### src/rtl/jk_pattern_sequencer.sv
// Pattern sequencer for a 4-bit JK LED stage: converts a prescaled tick or a debounced manual
// step into one-cycle J/K pulses that move a shadowed downstream register through a pattern.
module jk_pattern_sequencer #(
    parameter int unsigned TICK_DIV  = 12000000,
    parameter int unsigned DB_CYCLES = 120000
) (
    input  logic       clk_i,
    input  logic       rst_i,
    input  logic       btn_run_i,
    input  logic       btn_step_i,
    input  logic [1:0] mode_i,
    output logic       j1_o,
    output logic       j2_o,
    output logic       j3_o,
    output logic       j4_o,
    output logic       k1_o,
    output logic       k2_o,
    output logic       k3_o,
    output logic       k4_o,
    output logic       tick_o,
    output logic       running_o
);

    localparam int unsigned PW = (TICK_DIV > 2) ? $clog2(TICK_DIV) : 1;
    localparam int unsigned DW = (DB_CYCLES > 1) ? $clog2(DB_CYCLES) : 1;
    localparam logic [PW-1:0] PrescMax = PW'(TICK_DIV - 1);
    localparam logic [DW-1:0] DbMax    = DW'(DB_CYCLES - 1);

    typedef enum logic [0:0] {StIdle, StRun} state_e;

    // Bit 0 = run button, bit 1 = step button.
    logic [1:0]    btn_raw;
    logic [1:0]    sync1_q, sync2_q;
    logic [1:0]    db_q, db_d, db_prev_q;
    logic [DW-1:0] db_cnt_q [2];
    logic [DW-1:0] db_cnt_d [2];
    logic          run_press, step_press;

    state_e        state_q, state_d;
    logic [PW-1:0] presc_q, presc_d;
    logic          tick_q, tick_d;
    logic          upd_req;

    logic [3:0]    shadow_q, shadow_d;
    logic          dir_q, dir_d;
    logic          resync_q, resync_d;
    logic [3:0]    j_q, j_d, k_q, k_d;
    logic [3:0]    nxt;
    logic          dir_nxt;

    assign btn_raw = {btn_step_i, btn_run_i};

    // The level only follows the synced input after DB_CYCLES consecutive disagreeing samples.
    always_comb begin
        for (int b = 0; b < 2; b++) begin
            db_d[b]     = db_q[b];
            db_cnt_d[b] = '0;
            if (sync2_q[b] != db_q[b]) begin
                if (db_cnt_q[b] == DbMax) begin
                    db_d[b] = sync2_q[b];
                end else begin
                    db_cnt_d[b] = db_cnt_q[b] + DW'(1);
                end
            end
        end
    end

    assign run_press  = db_q[0] & ~db_prev_q[0];
    assign step_press = db_q[1] & ~db_prev_q[1];

    always_comb begin
        state_d = state_q;
        presc_d = presc_q;
        tick_d  = 1'b0;
        upd_req = 1'b0;
        unique case (state_q)
            StIdle: begin
                if (run_press) begin
                    state_d = StRun;
                    presc_d = '0;
                end else if (step_press) begin
                    upd_req = 1'b1;
                end
            end
            StRun: begin
                if (run_press) begin
                    state_d = StIdle;
                    presc_d = '0;
                end else if (presc_q == PrescMax) begin
                    presc_d = '0;
                    tick_d  = 1'b1;
                    upd_req = 1'b1;
                end else begin
                    presc_d = presc_q + PW'(1);
                end
            end
        endcase
    end

    always_comb begin
        nxt     = shadow_q;
        dir_nxt = dir_q;
        unique case (mode_i)
            2'b00: nxt = shadow_q + 4'd1;
            2'b01: nxt = (shadow_q == 4'b0000) ? 4'b0001 : {shadow_q[2:0], shadow_q[3]};
            2'b10: begin
                if (!$onehot(shadow_q)) begin
                    nxt     = 4'b0001;
                    dir_nxt = 1'b0;
                end else if (!dir_q) begin
                    if (shadow_q[3]) begin
                        nxt     = 4'b0100;
                        dir_nxt = 1'b1;
                    end else begin
                        nxt = shadow_q << 1;
                    end
                end else begin
                    if (shadow_q[0]) begin
                        nxt     = 4'b0010;
                        dir_nxt = 1'b0;
                    end else begin
                        nxt = shadow_q >> 1;
                    end
                end
            end
            default: nxt = ~shadow_q;
        endcase
    end

    always_comb begin
        j_d      = 4'b0000;
        k_d      = 4'b0000;
        shadow_d = shadow_q;
        dir_d    = dir_q;
        resync_d = resync_q;
        if (upd_req) begin
            shadow_d = nxt;
            dir_d    = dir_nxt;
            if (resync_q) begin
                // Downstream contents unknown: force every bit, no holds.
                j_d      = nxt;
                k_d      = ~nxt;
                resync_d = 1'b0;
            end else begin
                j_d = nxt & ~shadow_q;
                k_d = ~nxt & shadow_q;
            end
        end
    end

    always_ff @(posedge clk_i) begin
        if (rst_i) begin
            sync1_q   <= 2'b00;
            sync2_q   <= 2'b00;
            db_q      <= 2'b00;
            db_prev_q <= 2'b00;
            for (int b = 0; b < 2; b++) begin
                db_cnt_q[b] <= '0;
            end
            state_q   <= StIdle;
            presc_q   <= '0;
            tick_q    <= 1'b0;
            shadow_q  <= 4'b0000;
            dir_q     <= 1'b0;
            resync_q  <= 1'b1;
            j_q       <= 4'b0000;
            k_q       <= 4'b0000;
        end else begin
            sync1_q   <= btn_raw;
            sync2_q   <= sync1_q;
            db_q      <= db_d;
            db_prev_q <= db_q;
            for (int b = 0; b < 2; b++) begin
                db_cnt_q[b] <= db_cnt_d[b];
            end
            state_q   <= state_d;
            presc_q   <= presc_d;
            tick_q    <= tick_d;
            shadow_q  <= shadow_d;
            dir_q     <= dir_d;
            resync_q  <= resync_d;
            j_q       <= j_d;
            k_q       <= k_d;
        end
    end

    assign j1_o      = j_q[0];
    assign j2_o      = j_q[1];
    assign j3_o      = j_q[2];
    assign j4_o      = j_q[3];
    assign k1_o      = k_q[0];
    assign k2_o      = k_q[1];
    assign k3_o      = k_q[2];
    assign k4_o      = k_q[3];
    assign tick_o    = tick_q;
    assign running_o = (state_q == StRun);

endmodule

### config.mk
export PLATFORM = sky130hd
export DESIGN_NAME = jk_pattern_sequencer
export DESIGN_NICKNAME = d
export VERILOG_FILES = /design/src/rtl/jk_pattern_sequencer.sv
export SDC_FILE = /design/constraint.sdc
export NUM_CORES = 1
export LEC_CHECK = 0
export ABC_AREA = 0
export BUFFER_PORTS_ARGS = -buffer_cell sky130_fd_sc_hd__buf_2
export CAP_MARGIN = 20
export CORE_MARGIN = 2
export CORE_UTILIZATION = 65
export CTS_CLUSTER_DIAMETER = 60
export DETAILED_ROUTE_END_ITERATION = 16
export HOLD_SLACK_MARGIN = 0.1
export PLACE_DENSITY = 0.87
export REMOVE_ABC_BUFFERS = 1
export SLEW_MARGIN = 20
export SYNTH_ARGS = -nofsm -noshare
export SYNTH_HDL_FRONTEND = slang
export SYNTH_SLANG_ARGS = --single-unit
### constraint.sdc
create_clock -name clk_i -period 7.53 [get_ports clk_i]
set_input_delay 0.753 -clock clk_i [delete_from_list [all_inputs] [get_ports clk_i]]
set_output_delay 0.753 -clock clk_i [all_outputs]
set_load 0.01 [all_outputs]
==> reports/results.ini, run 1 <==
[critical_path]
cp_max_fo=11
endpoint_kind=flop
rr_startpoint=shadow_q[1]$_SDFFE_PP0P_
worst_r2r_path_depth=10
cp_data_required_time_ns=7.78
arrival_ns=3.40
critPathLaunch=shadow_q[1]$_SDFFE_PP0P_
startpoint_type=flop
path_class=reg2reg

[worst_hold_path]
min_from=sync1_q[0]$_SDFF_PP0_
holdPathStages=1
hold_class=reg2reg

[timing]
hold_violations=0
finalMaxSlewViolations=0
setup_tns_ns=0
slew_headroom=0.305
rsz0062_at_grt=no
fin_crit_sh=0.418
worst_pin_slew_ns=1.03
max_freq_ghz=0.318
fin_worst_skew_ns=0.00849
setup_viol=0
period_minus_slack_ns=3.15

[floorplan]
fp-row-count=27
dieWidth_um=80.4
ios=16
die_h_um=80.4
start_util=0.681
dieArea_mm2=0.00646
coreArea_mm2=0.00557

[pwr]
power.density_mw_per_mm2=200
power.leakage_nw=1.45
ir_worst_vdd_mv=0.144

[global_route]
grt_pass1_wl_um=12400
overflow=0
track_usage=0.245
grtUsageMet1=0.274
use_met2=0.440
grt.met3_usage=0.0730
grt_max_degree=25
grt_pass1_vias=2862
antenna_found_initial=0
top_usage_layer=met2

[route]
vias=2980
detail_route.wl_per_cell_um=13.9
ant_nets=0
firstDrtPassIters=4
via_per_inst=5.71
wl_um=7250
drc_errors=0
first_iter_violations=150

[finish]
drive_above_1_share=0.0844
fin_util=0.740
layout.nets=461
syn_to_final_growth_pct=8.71
diodes=0
fin_cells=522

[clocking]
post_cts_resized=0
cts_tree=built
root_buffer=clkbuf_8
cts_sinks=82
path_clk_slew_ns=0.08
cts_max_level=3
postCtsSetupBuffers=0
clock_latency_ns=0.35
hold_buffers=0
cts_buffers=9
clockBufferDepth=2

[placement]
port_buffers=15
post-dp-hpwl_um=4870
post-place-cells=506
gp_congestion=0.903

[synth]
ys_ff_latch=82
synth.cell_area_mm2=0.00379
synthCells=435
synth_cell_types=50
synth_top_flop_cell=dfxtp_1
synth_top_area_share=0.433
synth.largest_area_cell=dfxtp_1
seq_area_frac_synth=0.433
yosysWarnings=0
yosysMostFrequentCell=nor2_1
synth_edf_count=0
synth_area_leaders=dfxtp_1, nor2_1, xnor2_1
async_flop_share=0
syn_area_per_cell_um2=8.72
ys_top_cells_by_count=nor2_1, dfxtp_1, nand2_1, xnor2_1, nand3_1

[status]
status=finished clean

[flow_run]
maxCapViolations=0

[worst paths after layout]
kind / slack, ns / to
worst max register to register: 4.38 / shadow_q[3]$_SDFFE_PP0P_
worst min register to register: 0.46 / sync2_q[0]$_SDFF_PP0_
worst min-delay path: 0.46 / sync2_q[0]$_SDFF_PP0_
worst max-delay path: 4.38 / shadow_q[3]$_SDFFE_PP0P_
[report_power, final]
| part | total [mW] | internal, mW | switching, mW |
|---|---|---|---|
| sequential | 0.435 | 0.434 | 0.000775 |
| combinational | 0.0162 | 0.00539 | 0.0108 |
| clock | 0.371 | 0.220 | 0.151 |
[metrics by stage]
step	hold WS [ns]	power [mW]	cell area [um2]	setup WS [ns]
finish	0.455	0.823	4120	4.38
global route	0.471	0.850	4120	4.26
CTS	0.455	0.831	4120	4.41
detailed placement	0.442	0.462	3890	4.42
global placement	0.436	0.461	3890	4.54
floorplan	0.414	0.455	3720	4.70
[layout make-up]
cell class                      count  area [um2]
Multi-Input combinational cell    323        2030
Sequential cell                    82        1640
Fill cell                         412        1450
Clock buffer                       11         131
Clock inverter                      5         103
Tap cell                           72        90.1
Timing Repair Buffer               16        82.6
Inverter                           13        48.8
[worst max-delay path: stages (launching register included)]
cell and delay (ns):
dfxtp_1 0.58, inv_1 0.16, fa_1 0.52, inv_1 0.04, ha_1 0.17, ha_1 0.28
or3b_2 0.52, o31a_1 0.25, o32ai_1 0.21, nor2_1 0.08, a211oi_1 0.24
[registers in the layout (all words and copies together) (netlist names)]
| signal | cells |
|---|---|
| db_cnt_q | 34 |
| db_prev_q | 2 |
| db_q | 2 |
| dir_q | 1 |
| j_q | 4 |
| k_q | 4 |
| presc_q | 24 |
| resync_q | 1 |
| running_o | 1 |
| shadow_q | 4 |
| sync1_q | 2 |
| sync2_q | 2 |
| tick_o | 1 |
[kinds of logic after synthesis]
kind of cell,after synthesis,synth area share
muxes,3,0.00792
DFF,82,0.433
AOI/OAI and AO/OA,37,0.0709
xor gates and xnor gates,52,0.120
and+or+nand+nor,221,0.300
buffers and inverters,30,0.0330
adders and majority gates,10,0.0350
[cell usage in the layout (no fill, tap or decap), types with 3 or more instances in the layout]
| master | n |
|---|---|
| inv_1 | 13 |
| nand2_1 | 30 |
| nor4_1 | 8 |
| xor2_1 | 22 |
| dfxtp_1 | 82 |
| nand2b_1 | 3 |
| nand4_1 | 12 |
| clkbuf_8 | 9 |
| xnor2_1 | 30 |
| a21o_1 | 4 |
| a21oi_1 | 8 |
| a211oi_1 | 5 |
| o21ai_0 | 8 |
| and3_1 | 10 |
| buf_2 | 15 |
| mux2i_1 | 3 |
| ha_1 | 9 |
| nor2b_1 | 13 |
| nand4bb_1 | 3 |
| nand3_1 | 25 |
| nor3_1 | 14 |
| nor2_1 | 83 |
| bufinv_16 | 3 |
[layer usage]
metal	vias up	share of wire	routed length, um
li1	1509	-	-
met1	1391	0.43	3090
met2	65	0.51	3700
met3	15	0.047	343
met4	0	0.015	112
met5	-	0	0
Power figures use the tool's default switching activity.
==> run 2: changes to the inputs <==
- CORE_UTILIZATION: 65 -> 61
- PLACE_DENSITY: 0.87 -> 0.83
- clock period: 7.53 -> 2.9 ns (I/O delays scaled with it)
==> reports/results.ini, run 2 (synthesis gave the netlist of run 1 again) <==
[timing]
fin_crit_sh=0.956  ; was 0.418
setup_tns_ns=0  ; unchanged
slew_headroom=0.425  ; was 0.305
period_minus_slack_ns=2.77  ; was 3.15 ns
hold_violations=0  ; unchanged
rsz0062_at_grt=no  ; unchanged
layout_setup_ws_ns=0.128  ; was 4.38 ns
max_freq_ghz=0.361  ; was 0.318 GHz
setup_viol=0  ; unchanged
worst_pin_slew_ns=0.854  ; was 1.03 ns
fin_worst_skew_ns=0.00627  ; was 0.00849 ns
finalMaxSlewViolations=0  ; unchanged

[global_route]
grt_pass1_wl_um=12300  ; was 12400 um
antenna_found_initial=0  ; unchanged
grt.met3_usage=0.0437  ; was 0.0730
overflow=0  ; unchanged
grt_pass1_vias=2856  ; was 2862
track_usage=0.209  ; was 0.245
grtUsageMet1=0.259  ; was 0.274
use_met2=0.354  ; was 0.440
grt_max_degree=25  ; unchanged
top_usage_layer=met2  ; unchanged

[status]
status=finished clean  ; unchanged

[critical_path]
startpoint_type=flop  ; unchanged
path_class=reg2reg  ; unchanged
cp_data_required_time_ns=3.14  ; was 7.78 ns
endpoint_kind=flop  ; unchanged
cp_max_fo=3  ; was 11
arrival_ns=3.01  ; was 3.40 ns

[clocking]
post_cts_resized=0  ; unchanged
clock_latency_ns=0.33  ; was 0.35 ns
path_clk_slew_ns=0.08  ; about the same
postCtsSetupBuffers=0  ; unchanged
root_buffer=clkbuf_8  ; unchanged
hold_buffers=0  ; unchanged
cts_max_level=3  ; unchanged
cts_sinks=82  ; unchanged
cts_tree=built  ; unchanged
cts_buffers=9  ; unchanged
clockBufferDepth=2  ; unchanged

[route]
drc_errors=0  ; unchanged
firstDrtPassIters=4  ; unchanged
vias=2966  ; was 2980
via_per_inst=5.59  ; was 5.71
ant_nets=0  ; unchanged
detail_route.wl_per_cell_um=13.1  ; was 13.9 um
first_iter_violations=114  ; was 150
wl_um=6950  ; was 7250 um

[floorplan]
coreArea_mm2=0.00596  ; was 0.00557 mm2
fp-row-count=28  ; was 27
dieArea_mm2=0.00687  ; was 0.00646 mm2
start_util=0.637  ; was 0.681
die_h_um=82.9  ; was 80.4 um
dieWidth_um=82.9  ; was 80.4 um
ios=16  ; unchanged

[finish]
largest_register_ffs=34  ; unchanged
diodes=0  ; unchanged
fin_util=0.698  ; was 0.740
reg_top3=db_cnt_q x34, presc_q x24  ; unchanged
regMostFlops=db_cnt_q  ; unchanged
final_common_cell=nor2_1  ; unchanged
layout.nets=467  ; was 461
final_cell_mix=nor2_1, dfxtp_1, xnor2_1, nand2_1, nand3_1  ; unchanged
design_area_mm2=0.00416  ; was 0.00412 mm2
syn_to_final_growth_pct=9.56  ; was 8.71%
drive_above_1_share=0.0987  ; was 0.0844

[pwr]
power.density_mw_per_mm2=492  ; was 200 mW/mm2
power.leakage_nw=1.48  ; was 1.45 nW
ir_worst_vdd_mv=0.418  ; was 0.144 mV

[placement]
post-dp-hpwl_um=4750  ; was 4870 um
gp_congestion=0.941  ; was 0.903
port_buffers=15  ; unchanged
placed_area_mm2=0.00394  ; was 0.00389 mm2
place_ws_ns=0.116  ; was 4.42 ns

[flow_run]
maxCapViolations=0  ; unchanged

[worst_hold_path]
hold_class=in2reg  ; was reg2reg

==> run 2: cell count changes in the layout (fill, tap and decap cells not counted), sizes merged <==
cell,delta
bufinv,-1
clkinv,+2
buf,+6
clkinvlp,-1
==> run 2: critical path: stages, from the launching register on <==
cell,delay [ns]
dfxtp_1,0.34
inv_1,0.08
fa_1,0.54
inv_1,0.05
ha_1,0.18
ha_1,0.28
or3b_2,0.50
o31a_1,0.26
o32ai_2,0.14
nor2_1,0.07
a211oi_1,0.24
==> run 2: layout make-up <==
class	count	area (um2)
Multi-Input combinational cell	323	2030
Clock inverter	5	78.8
Fill cell	489	1800
Inverter	13	48.8
Clock buffer	11	131
Sequential cell	82	1640
Tap cell	75	93.8
Timing Repair Buffer	22	128
==> run 2: worst paths after layout <==
kind / from / to / slack [ns] / cells past startpoint
worst max-delay path: shadow_q[0]$_SDFFE_PP0P_ / shadow_q[3]$_SDFFE_PP0P_ / 0.13 / 10
worst min register to register: sync1_q[0]$_SDFF_PP0_ / sync2_q[0]$_SDFF_PP0_ / 0.45 / 1
worst max register to register: shadow_q[0]$_SDFFE_PP0P_ / shadow_q[3]$_SDFFE_PP0P_ / 0.13 / 10
worst min-delay path: btn_run_i / sync1_q[0]$_SDFF_PP0_ / 0.18 / 2
==> run 2: per-stage QoR <==
step	power [mW]	instances	hold slack, ns
after global routing	2.12	531	0.174
after CTS	2.06	531	0.166
final	2.05	531	0.177
after floorplan	1.18	418	0.359
after global placement	1.20	515	0.433
after detailed placement	1.20	515	0.435
==> run 2: per-layer routing <==
metal	wire [um]	share of wire
met4	91	0.013
met2	3330	0.48
met1	3260	0.47
met5	0	0
met3	271	0.039
==> run 2: report_power, final <==
part	switching (mW)	leakage [nW]	internal, mW	total [mW]
clock	0.388	0.107	0.485	0.873
combinational	0.0292	0.707	0.0144	0.0435
sequential	0.00195	0.661	1.13	1.13
total	0.419	1.48	1.63	2.05
==> run 3: changes to the inputs <==
==> constraint.sdc (replaced) <==
create_clock -name clk_i -period 2.9 [get_ports clk_i]
set_input_delay 0.145 -clock clk_i [delete_from_list [all_inputs] [get_ports clk_i]]
set_output_delay 0.145 -clock clk_i [all_outputs]
set_load 0.01 [all_outputs]
==> reports/results.ini, run 3 (synthesis gave the netlist of run 1 again) <==
[critical_path]
slowest_delay_ns=0.54  ; about the same
r2r_setup_slack_ns=0.13  ; about the same
cp_max_fo=3  ; unchanged
endpoint_kind=flop  ; unchanged
crit_path_cell_trace=inv_1 > fa_1 > inv_1 > ha_1 > ha_1 > or3b_2 > o31a_1 > o32ai_2 > nor2_1 > a211oi_1  ; unchanged
arrival_ns=3.01  ; about the same
cp_top_family=adder cells  ; unchanged
worst_r2r_path_depth=10  ; unchanged
path_buf_inv=2  ; unchanged
startpoint_type=flop  ; unchanged
slowest_stage=fa_1  ; unchanged
rr_startpoint=shadow_q[0]$_SDFFE_PP0P_  ; unchanged
cp_data_required_time_ns=3.14  ; about the same
timing.rr.end=shadow_q[3]$_SDFFE_PP0P_  ; unchanged
path_class=reg2reg  ; unchanged

[status]
status=finished clean  ; unchanged

[finish]
ff_latch_area_mm2=0.00164  ; unchanged
design_area_mm2=0.00418  ; was 0.00416 mm2
diodes=0  ; unchanged
layout.nets=469  ; was 467
syn_to_final_growth_pct=10.1  ; was 9.56%
nFillCells=487  ; was 489
regMostFlops=db_cnt_q  ; unchanged
final_cell_mix=nor2_1, dfxtp_1, xnor2_1, nand2_1, nand3_1  ; unchanged
multiInputGateArea_mm2=0.00203  ; unchanged
fin_cells=533  ; was 531
drive_above_1_share=0.0983  ; was 0.0987
reg_top3=db_cnt_q x34, presc_q x24  ; unchanged
largest_register_ffs=34  ; unchanged
final_common_cell=nor2_1  ; unchanged

[timing]
max_freq_ghz=0.361  ; about the same
fin_crit_sh=0.954  ; was 0.956
slew_headroom=0.423  ; was 0.425
layout_setup_ws_ns=0.133  ; was 0.128 ns
rsz0062_at_grt=no  ; unchanged
finalMaxSlewViolations=0  ; unchanged
setup_viol=0  ; unchanged
worst_pin_slew_ns=0.857  ; was 0.854 ns
setup_tns_ns=0  ; unchanged
hold_violations=0  ; unchanged
period_minus_slack_ns=2.77  ; about the same
fin_worst_skew_ns=0.00430  ; was 0.00627 ns

[clocking]
path_clk_slew_ns=0.08  ; about the same
cts_tree=built  ; unchanged
root_buffer=clkbuf_8  ; unchanged
clockBufferDepth=2  ; unchanged
cts_max_level=3  ; unchanged
cts_buffers=9  ; unchanged
cts_sinks=82  ; unchanged
postCtsSetupBuffers=0  ; unchanged
clock_latency_ns=0.33  ; about the same

[route]
first_iter_violations=136  ; was 114
via_per_inst=5.62  ; was 5.59
ant_nets=0  ; unchanged
detail_route.wl_per_cell_um=13.1  ; about the same
drc_errors=0  ; unchanged
firstDrtPassIters=4  ; unchanged
wl_um=6980  ; was 6950 um
vias=2998  ; was 2966

[global_route]
overflow=0  ; unchanged
grt_max_degree=25  ; unchanged
grt_pass1_vias=2867  ; was 2856
track_usage=0.210  ; was 0.209
antenna_found_initial=0  ; unchanged
grt_pass1_wl_um=12300  ; about the same

[floorplan]
fp-row-count=28  ; unchanged
ios=16  ; unchanged
dieArea_mm2=0.00687  ; unchanged
die_h_um=82.9  ; unchanged
start_util=0.637  ; unchanged
dieWidth_um=82.9  ; unchanged
coreArea_mm2=0.00596  ; unchanged

[placement]
placed_area_mm2=0.00394  ; unchanged
port_buffers=15  ; unchanged
gp_congestion=0.941  ; unchanged
post-dp-hpwl_um=4750  ; unchanged
post-place-cells=515  ; unchanged
place_ws_ns=0.116  ; unchanged

[pwr]
clkPwrFrac=0.426  ; was 0.427
switching_power_uw=419  ; about the same
ir_worst_vdd_mv=0.418  ; about the same
combPwrFrac=0.022  ; was 0.021
power.leakage_nw=1.48  ; about the same
p_sw_frac=0.205  ; about the same
power.density_mw_per_mm2=490  ; was 492 mW/mm2
finalPower_mw=2.05  ; about the same
seqPwrFrac=0.552  ; about the same
power.internal_mw=1.63  ; about the same

[worst_hold_path]
holdPathStages=2  ; unchanged
hold_class=in2reg  ; unchanged
hold_end=db_q[1]$_SDFFE_PP0P_  ; was sync1_q[0]$_SDFF_PP0_
min_from=rst_i  ; was btn_run_i

[flow_run]
maxCapViolations=0  ; unchanged

run 3: changes by cell type in the layout (fill, tap and decap cells not counted), sizes merged:
cell         before  now
dlygate4sd3       0    2
run 3: layout make-up:
cell class / instances / area share
Tap cell: 75 / 0.0225
Clock inverter: 5 / 0.0189
Inverter: 13 / 0.0117
Timing Repair Buffer: 24 / 0.0354
Multi-Input combinational cell: 323 / 0.487
Clock buffer: 11 / 0.0315
Sequential cell: 82 / 0.393
run 3: metrics by stage:
step	util	hold slack (ns)
5_1_grt	0.701	0.240
4_1_cts	0.700	0.213
2_1_floorplan	-	0.214
6_report	0.701	0.226
3_3_place_gp	0.661	0.367
3_5_place_dp	0.661	0.375
run 3: worst max path at each step:
stage / start / endpoint / slack, ns / cells past startpoint
after floorplan: shadow_q[1]$_SDFFE_PP0P_ / shadow_q[3]$_SDFFE_PP0P_ / 0.07 / 10
after detailed placement: shadow_q[0]$_SDFFE_PP0P_ / shadow_q[3]$_SDFFE_PP0P_ / 0.12 / 10
final: shadow_q[0]$_SDFFE_PP0P_ / shadow_q[3]$_SDFFE_PP0P_ / 0.13 / 10
after global routing: shadow_q[0]$_SDFFE_PP0P_ / shadow_q[3]$_SDFFE_PP0P_ / 0.003 / 10
after CTS: shadow_q[0]$_SDFFE_PP0P_ / shadow_q[3]$_SDFFE_PP0P_ / 0.07 / 10
after global placement: shadow_q[0]$_SDFFE_PP0P_ / shadow_q[3]$_SDFFE_PP0P_ / 0.24 / 10
run 3: layer usage:
layer	vias to the layer above	GRT usage	wire length, um
met5	-	0	0
met4	0	0.0835	112
met3	13	0.0437	299
met2	71	0.354	3330
met1	1397	0.262	3230
li1	1517	-	-
run 3: power by group through the flow:
stage / clock network (mW) / registers (mW) / logic, mW
floorplan: 0 / 1.16 / 0.0245
global placement: 0 / 1.16 / 0.0412
detailed placement: 0 / 1.16 / 0.0419
CTS: 0.888 / 1.13 / 0.0441
global route: 0.938 / 1.13 / 0.0506
finish: 0.873 / 1.13 / 0.0456
run 3: worst register-to-register path, stage by stage (launching register included):
cell	delay (ns)
dfxtp_1	0.34
inv_1	0.08
fa_1	0.54
inv_1	0.05
ha_1	0.18
ha_1	0.28
or3b_2	0.50
o31a_1	0.26
o32ai_2	0.14
nor2_1	0.07
a211oi_1	0.23
run 3: what timing repair did:
action / 4_1_cts / 5_1_grt
setup endpoints to repair: 0 / 2
endpoints found under the hold margin: 2 / 0
gates resized for setup: 0 / 1
hold buffers: 2 / 0
